<file path="src/rtl/pio_wmem_app_arb.sv">
// ---------------------------------------------------------------------------
// pio_wmem_app_arb
//
// Purpose:
//   Arbitrates two clients (a, b) onto one wide memory that has separate read
//   and write command ports. Read and write arbitration are independent
//   round-robin arbiters. Memory commands are issued from registers one cycle
//   after the grant. Read data returns 3 cycles after app_mem_rd and is routed
//   back to its owner using a small ownership shift register.
//
// Configuration:
//   WMEM_INIT_SWEEP_EN - when defined, the block writes zero to every memory
//                        word (address 0..2^DEPTH_NBITS-1, one per cycle) after
//                        reset before accepting client traffic. When undefined,
//                        the block accepts client traffic one cycle after reset.
//
// Ports:
//   clk, rst                     clock, synchronous active-high reset
//   x_rd_req / x_raddr           read request and address from client x
//   x_rd_gnt                     read request accepted this cycle
//   x_rd_ack / x_rdata           read data valid / read data for client x
//   x_wr_req / x_waddr / x_wdata write request, address and data from client x
//   x_wr_gnt                     write request accepted this cycle
//   app_mem_rd / app_mem_raddr   read command to the memory
//   app_mem_wr / app_mem_waddr / app_mem_wdata   write command to the memory
//   app_mem_ack / app_mem_rdata  read return from the memory
//   init_done                    memory is usable by clients
// ---------------------------------------------------------------------------
module pio_wmem_app_arb #(
  parameter int WIDTH       = 40,
  parameter int DEPTH_NBITS = 10
) (
  input  logic                   clk,
  input  logic                   rst,

  input  logic                   a_rd_req,
  input  logic [DEPTH_NBITS-1:0] a_raddr,
  output logic                   a_rd_gnt,
  output logic                   a_rd_ack,
  output logic [WIDTH-1:0]       a_rdata,
  input  logic                   a_wr_req,
  input  logic [DEPTH_NBITS-1:0] a_waddr,
  input  logic [WIDTH-1:0]       a_wdata,
  output logic                   a_wr_gnt,

  input  logic                   b_rd_req,
  input  logic [DEPTH_NBITS-1:0] b_raddr,
  output logic                   b_rd_gnt,
  output logic                   b_rd_ack,
  output logic [WIDTH-1:0]       b_rdata,
  input  logic                   b_wr_req,
  input  logic [DEPTH_NBITS-1:0] b_waddr,
  input  logic [WIDTH-1:0]       b_wdata,
  output logic                   b_wr_gnt,

  output logic                   app_mem_rd,
  output logic [DEPTH_NBITS-1:0] app_mem_raddr,
  output logic                   app_mem_wr,
  output logic [DEPTH_NBITS-1:0] app_mem_waddr,
  output logic [WIDTH-1:0]       app_mem_wdata,
  input  logic                   app_mem_ack,
  input  logic [WIDTH-1:0]       app_mem_rdata,

  output logic                   init_done
);

  typedef enum logic {ST_INIT = 1'b0, ST_RUN = 1'b1} state_t;

  state_t                 state_q, state_d;
  logic                   rd_last_b_q, rd_last_b_d;   // last read winner was b
  logic                   wr_last_b_q, wr_last_b_d;   // last write winner was b
  logic                   mem_rd_q, mem_rd_d;
  logic [DEPTH_NBITS-1:0] mem_raddr_q, mem_raddr_d;
  logic                   rd_own_b_q, rd_own_b_d;     // owner of the read on app_mem_rd
  logic                   mem_wr_q, mem_wr_d;
  logic [DEPTH_NBITS-1:0] mem_waddr_q, mem_waddr_d;
  logic [WIDTH-1:0]       mem_wdata_q, mem_wdata_d;
  // Ownership pipeline: index 0 is one cycle after app_mem_rd, index 2 lines
  // up with the cycle app_mem_ack returns for that read.
  logic [2:0]             own_v_q, own_v_d;
  logic [2:0]             own_b_q, own_b_d;
`ifdef WMEM_INIT_SWEEP_EN
  // One extra bit so the counter can reach 2^DEPTH_NBITS and stop there
  // instead of wrapping back to address 0.
  logic [DEPTH_NBITS:0]   cnt_q, cnt_d;
`endif

  logic run;

  // Grants are only possible in RUN and never while reset is asserted.
  assign run = (state_q == ST_RUN) && !rst;

  // Round-robin: on conflict the client that did not win last time wins.
  assign a_rd_gnt = run && a_rd_req && (!b_rd_req ||  rd_last_b_q);
  assign b_rd_gnt = run && b_rd_req && (!a_rd_req || !rd_last_b_q);
  assign a_wr_gnt = run && a_wr_req && (!b_wr_req ||  wr_last_b_q);
  assign b_wr_gnt = run && b_wr_req && (!a_wr_req || !wr_last_b_q);

  // Acks that arrive with no tracked read in stage 2 are dropped.
  assign a_rd_ack = !rst && app_mem_ack && own_v_q[2] && !own_b_q[2];
  assign b_rd_ack = !rst && app_mem_ack && own_v_q[2] &&  own_b_q[2];
  assign a_rdata  = app_mem_rdata;
  assign b_rdata  = app_mem_rdata;

  assign app_mem_rd    = mem_rd_q;
  assign app_mem_raddr = mem_raddr_q;
  assign app_mem_wr    = mem_wr_q;
  assign app_mem_waddr = mem_waddr_q;
  assign app_mem_wdata = mem_wdata_q;
  assign init_done     = (state_q == ST_RUN);

  always_comb begin
    state_d     = state_q;
    rd_last_b_d = rd_last_b_q;
    wr_last_b_d = wr_last_b_q;
    mem_rd_d    = 1'b0;
    mem_raddr_d = mem_raddr_q;
    rd_own_b_d  = rd_own_b_q;
    mem_wr_d    = 1'b0;
    mem_waddr_d = mem_waddr_q;
    mem_wdata_d = mem_wdata_q;
    own_v_d     = {own_v_q[1:0], mem_rd_q};
    own_b_d     = {own_b_q[1:0], rd_own_b_q};
`ifdef WMEM_INIT_SWEEP_EN
    cnt_d       = cnt_q;
`endif

    case (state_q)
      ST_INIT: begin
`ifdef WMEM_INIT_SWEEP_EN
        if (cnt_q[DEPTH_NBITS]) begin
          // Last word was presented in the previous cycle.
          state_d = ST_RUN;
        end else begin
          mem_wr_d    = 1'b1;
          mem_waddr_d = cnt_q[DEPTH_NBITS-1:0];
          mem_wdata_d = '0;
          cnt_d       = cnt_q + {{DEPTH_NBITS{1'b0}}, 1'b1};
        end
`else
        state_d = ST_RUN;
`endif
      end
      ST_RUN: begin
        if (a_rd_gnt || b_rd_gnt) begin
          mem_rd_d    = 1'b1;
          mem_raddr_d = b_rd_gnt ? b_raddr : a_raddr;
          rd_own_b_d  = b_rd_gnt;
          rd_last_b_d = b_rd_gnt;
        end
        if (a_wr_gnt || b_wr_gnt) begin
          mem_wr_d    = 1'b1;
          mem_waddr_d = b_wr_gnt ? b_waddr : a_waddr;
          mem_wdata_d = b_wr_gnt ? b_wdata : a_wdata;
          wr_last_b_d = b_wr_gnt;
        end
      end
      default: state_d = ST_INIT;
    endcase
  end

  always_ff @(posedge clk) begin
    if (rst) begin
      state_q     <= ST_INIT;
      rd_last_b_q <= 1'b1;
      wr_last_b_q <= 1'b1;
      mem_rd_q    <= 1'b0;
      mem_raddr_q <= '0;
      rd_own_b_q  <= 1'b0;
      mem_wr_q    <= 1'b0;
      mem_waddr_q <= '0;
      mem_wdata_q <= '0;
      own_v_q     <= '0;
      own_b_q     <= '0;
`ifdef WMEM_INIT_SWEEP_EN
      cnt_q       <= '0;
`endif
    end else begin
      state_q     <= state_d;
      rd_last_b_q <= rd_last_b_d;
      wr_last_b_q <= wr_last_b_d;
      mem_rd_q    <= mem_rd_d;
      mem_raddr_q <= mem_raddr_d;
      rd_own_b_q  <= rd_own_b_d;
      mem_wr_q    <= mem_wr_d;
      mem_waddr_q <= mem_waddr_d;
      mem_wdata_q <= mem_wdata_d;
      own_v_q     <= own_v_d;
      own_b_q     <= own_b_d;
`ifdef WMEM_INIT_SWEEP_EN
      cnt_q       <= cnt_d;
`endif
    end
  end

endmodule

</file>
<file path="config.mk">
export PLATFORM = sky130hd
export DESIGN_NAME = pio_wmem_app_arb
export DESIGN_NICKNAME = d
export VERILOG_FILES = /design/src/rtl/pio_wmem_app_arb.sv
export SDC_FILE = /design/constraint.sdc
export NUM_CORES = 1
export LEC_CHECK = 0
export CORE_AREA = 5 5 120 122
export DETAILED_ROUTE_END_ITERATION = 12
export DIE_AREA = 0 0 125 127
export GPL_TIMING_DRIVEN = 1
export PLACE_DENSITY = 0.78
export SYNTH_ARGS = -nofsm -noshare
export SYNTH_HDL_FRONTEND = slang
export SYNTH_SLANG_ARGS = --single-unit
</file>
<file path="constraint.sdc">
create_clock -name clk -period 2.2 [get_ports clk]
set_input_delay 0.44 -clock clk [delete_from_list [all_inputs] [get_ports clk]]
set_output_delay 0.44 -clock clk [all_outputs]
set_load 0.02 [all_outputs]
</file>
==> impl_metrics.toml <==
[detailed_routing]
drt_wl_total_mm = 15.8
drt.antenna.violating_nets = 0
drc = 0
vias = 4360
viasPerCell = 5.77
first_pass_iters = 5
first_iter_violations = 211
wl_per_cell_um = 20.9

[floorplanning]
core_area_um2 = 13100
ioPinCount = 316
die_w_um = 125
die_h_um = 127
start_util_pct = 36.1
rows = 42
die-area_um2 = 15900

[timing]
slew_violations = 0
hold_viol = 0
final.period_utilization_pct = 92.5
setup_violations = 0
rsz0062_at_grt = "no"
skew_ps = 5.08
final.min_clock_period_ps = 2040
worst_pin_slew_ps = 594
fmax_ghz = 0.491
layout_setup_ws_ps = 164
maxSlewHeadroom_pct = 60.4

[placed_design]
gp_congestion = 0.788
io_buffers = 195
dp_worst_setup_slack_ps = -124
hpwlAfterDp_mm = 11.2

[synthesis]
ys_seq_elements = 72
yosysUniqueCellTypes = 33
syn_nets = 659
netlist_instances = 492
yosys_warnings = 0
synth_top_cell_area_share_pct = 30.5
seq_area_frac_synth_pct = 30.5
synthMostInstantiatedCell = "buf_4"
synthArstFlopShare_pct = 0
syn_area_per_cell_um2 = 9.61
synth_top_area_cell = "dfxtp_1"
netlist_top_cells_area = "dfxtp_1 (30%), nor4b_2 (15%), buf_4 (13%)"
synthFlopType = "dfxtp_1"
syn_area_um2 = 4730
ys_top_cells_by_count = "buf_4 (84), dfxtp_1 (72), a21oi_1 (60)"
synth_edf_count = 0

[clock_tree]
cts-root-buf = "clkbuf_16"
htree_levels = 3
path_clk_slew_ps = 60
cts_num_sinks = 72
tritoncts = "done"
numCtsBuffers = 9
hold_buffers = 0
cts_buffer_depth = 2
clkLatencyLatePin_ps = 330
postCtsSetupRepairBufs = 0

[power]
powerDensity_nw_per_um2 = 632
p_leak_uw = 0.00206
total_power_uw = 4050
ir_drop_v = 0.000304

[critical_path]
critPathCaptureType = "output port"
start_kind = "input port"
critPathArrivalTime_ps = 1600
path_max_fanout = 3
setup.worst_path.class = "input port to output port"
required_ps = 1760

[final_layout]
fill_cells = 1185
syn_to_final_growth_pct = 35.3
regArea_um2 = 1440
multi_input_area_um2 = 2230
fin_nets = 740
drive_above_1_share_pct = 16.4

[grt]
track_usage_pct = 19.0
first_global_vias = 4561
grt.overflow.total = 0
antenna_found_initial = 2
grt_max_degree = 122
grt_pass1_wl_mm = 24.7

[outcome]
status = "finished clean"

[flow_run]
cap_viol_max_count = 0

[min_path]
min_path_type = "flop to flop"
-- kinds of logic after synthesis --
| logic type | share of synthesized area, % |
|---|---|
| and+or+nand+nor | 28.3 |
| DFF | 30.5 |
| buffers and inverters | 22.6 |
| AOI/OAI and AO/OA | 18.5 |
-- cells in the final DEF (no fill, tap or decap), types with 5 or more instances in the layout --
| cell | count |
|---|---|
| buf_4 | 19 |
| a21oi_1 | 60 |
| inv_1 | 5 |
| clkbuf_16 | 9 |
| nor4b_1 | 12 |
| nor2b_1 | 5 |
| dlygate4sd2_1 | 5 |
| clkdlybuf4s50_1 | 187 |
| nor4_1 | 59 |
| dfxtp_1 | 72 |
| nor4b_2 | 48 |
| a2111oi_0 | 56 |
-- per-layer routing --
layer  wire length [µm]  GRT usage, %
met5                  0             0
met2               8150          33.7
met1               5910          20.4
met3               1030          4.76
met4                697          11.4
-- area by class of cell --
cell class / instances / share of cell area (%)
repair buffers: 217 / 33.4
clock buffers: 10 / 3.58
diodes: 2 / 0.0782
well taps: 176 / 3.44
multi-input cells: 268 / 34.9
flip-flops and latches: 72 / 22.5
clock inverters: 6 / 1.80
inverters: 5 / 0.293
-- flip-flops by register name (all words and copies together) (netlist names) --
| signal | flops |
|---|---|
| rd_last_b_q | 1 |
| app_mem_waddr | 10 |
| app_mem_raddr | 10 |
| app_mem_rd | 1 |
| own_v_q | 3 |
| app_mem_wr | 1 |
| own_b_q | 3 |
| rd_own_b_q | 1 |
| app_mem_wdata | 40 |
| wr_last_b_q | 1 |
| init_done | 1 |
-- worst max-delay path: stages --
cell and delay, ps:
clkdlybuf4s50_1 520, inv_1 80, a211oi_2 170, dlygate4sd2_1 380
-- through the flow --
stage          util (%)  hold slack, ps  TNS (ps)  instance area (µm²)  instances
4_1_cts            48.9             441         0                 6390        754
3_5_place_dp       46.3             429      -276                 6060        738
3_3_place_gp       46.3             419      -207                 6060        738
6_report           48.9             437         0                 6400        756
5_1_grt            48.9             458         0                 6400        756
2_1_floorplan         -             400         0                 4730        492
-- path summary, 6_finish.rpt --
check,startpoint,end,slack (ps),cells after the start
min,own_b_q[1],own_b_q[2],440,1
min reg2reg,own_b_q[1],own_b_q[2],440,1
max,a_wr_req,a_wr_gnt,160,4
max reg2reg,init_done,app_mem_wdata[33],580,4
-- timing repair --
item,in CTS,in global routing
resized for setup,5,1
endpoints found under the hold margin,0,0
endpoints found under the setup margin,5,1
-- power breakdown --
group          internal (µW)  total [µW]  leakage (µW)  switching, µW
Sequential              1390        1440      0.000592           47.7
Combinational            461         907       0.00131            446
Clock                   1120        1700      0.000164            588
Note: power is estimated with default switching activity, not from simulation.
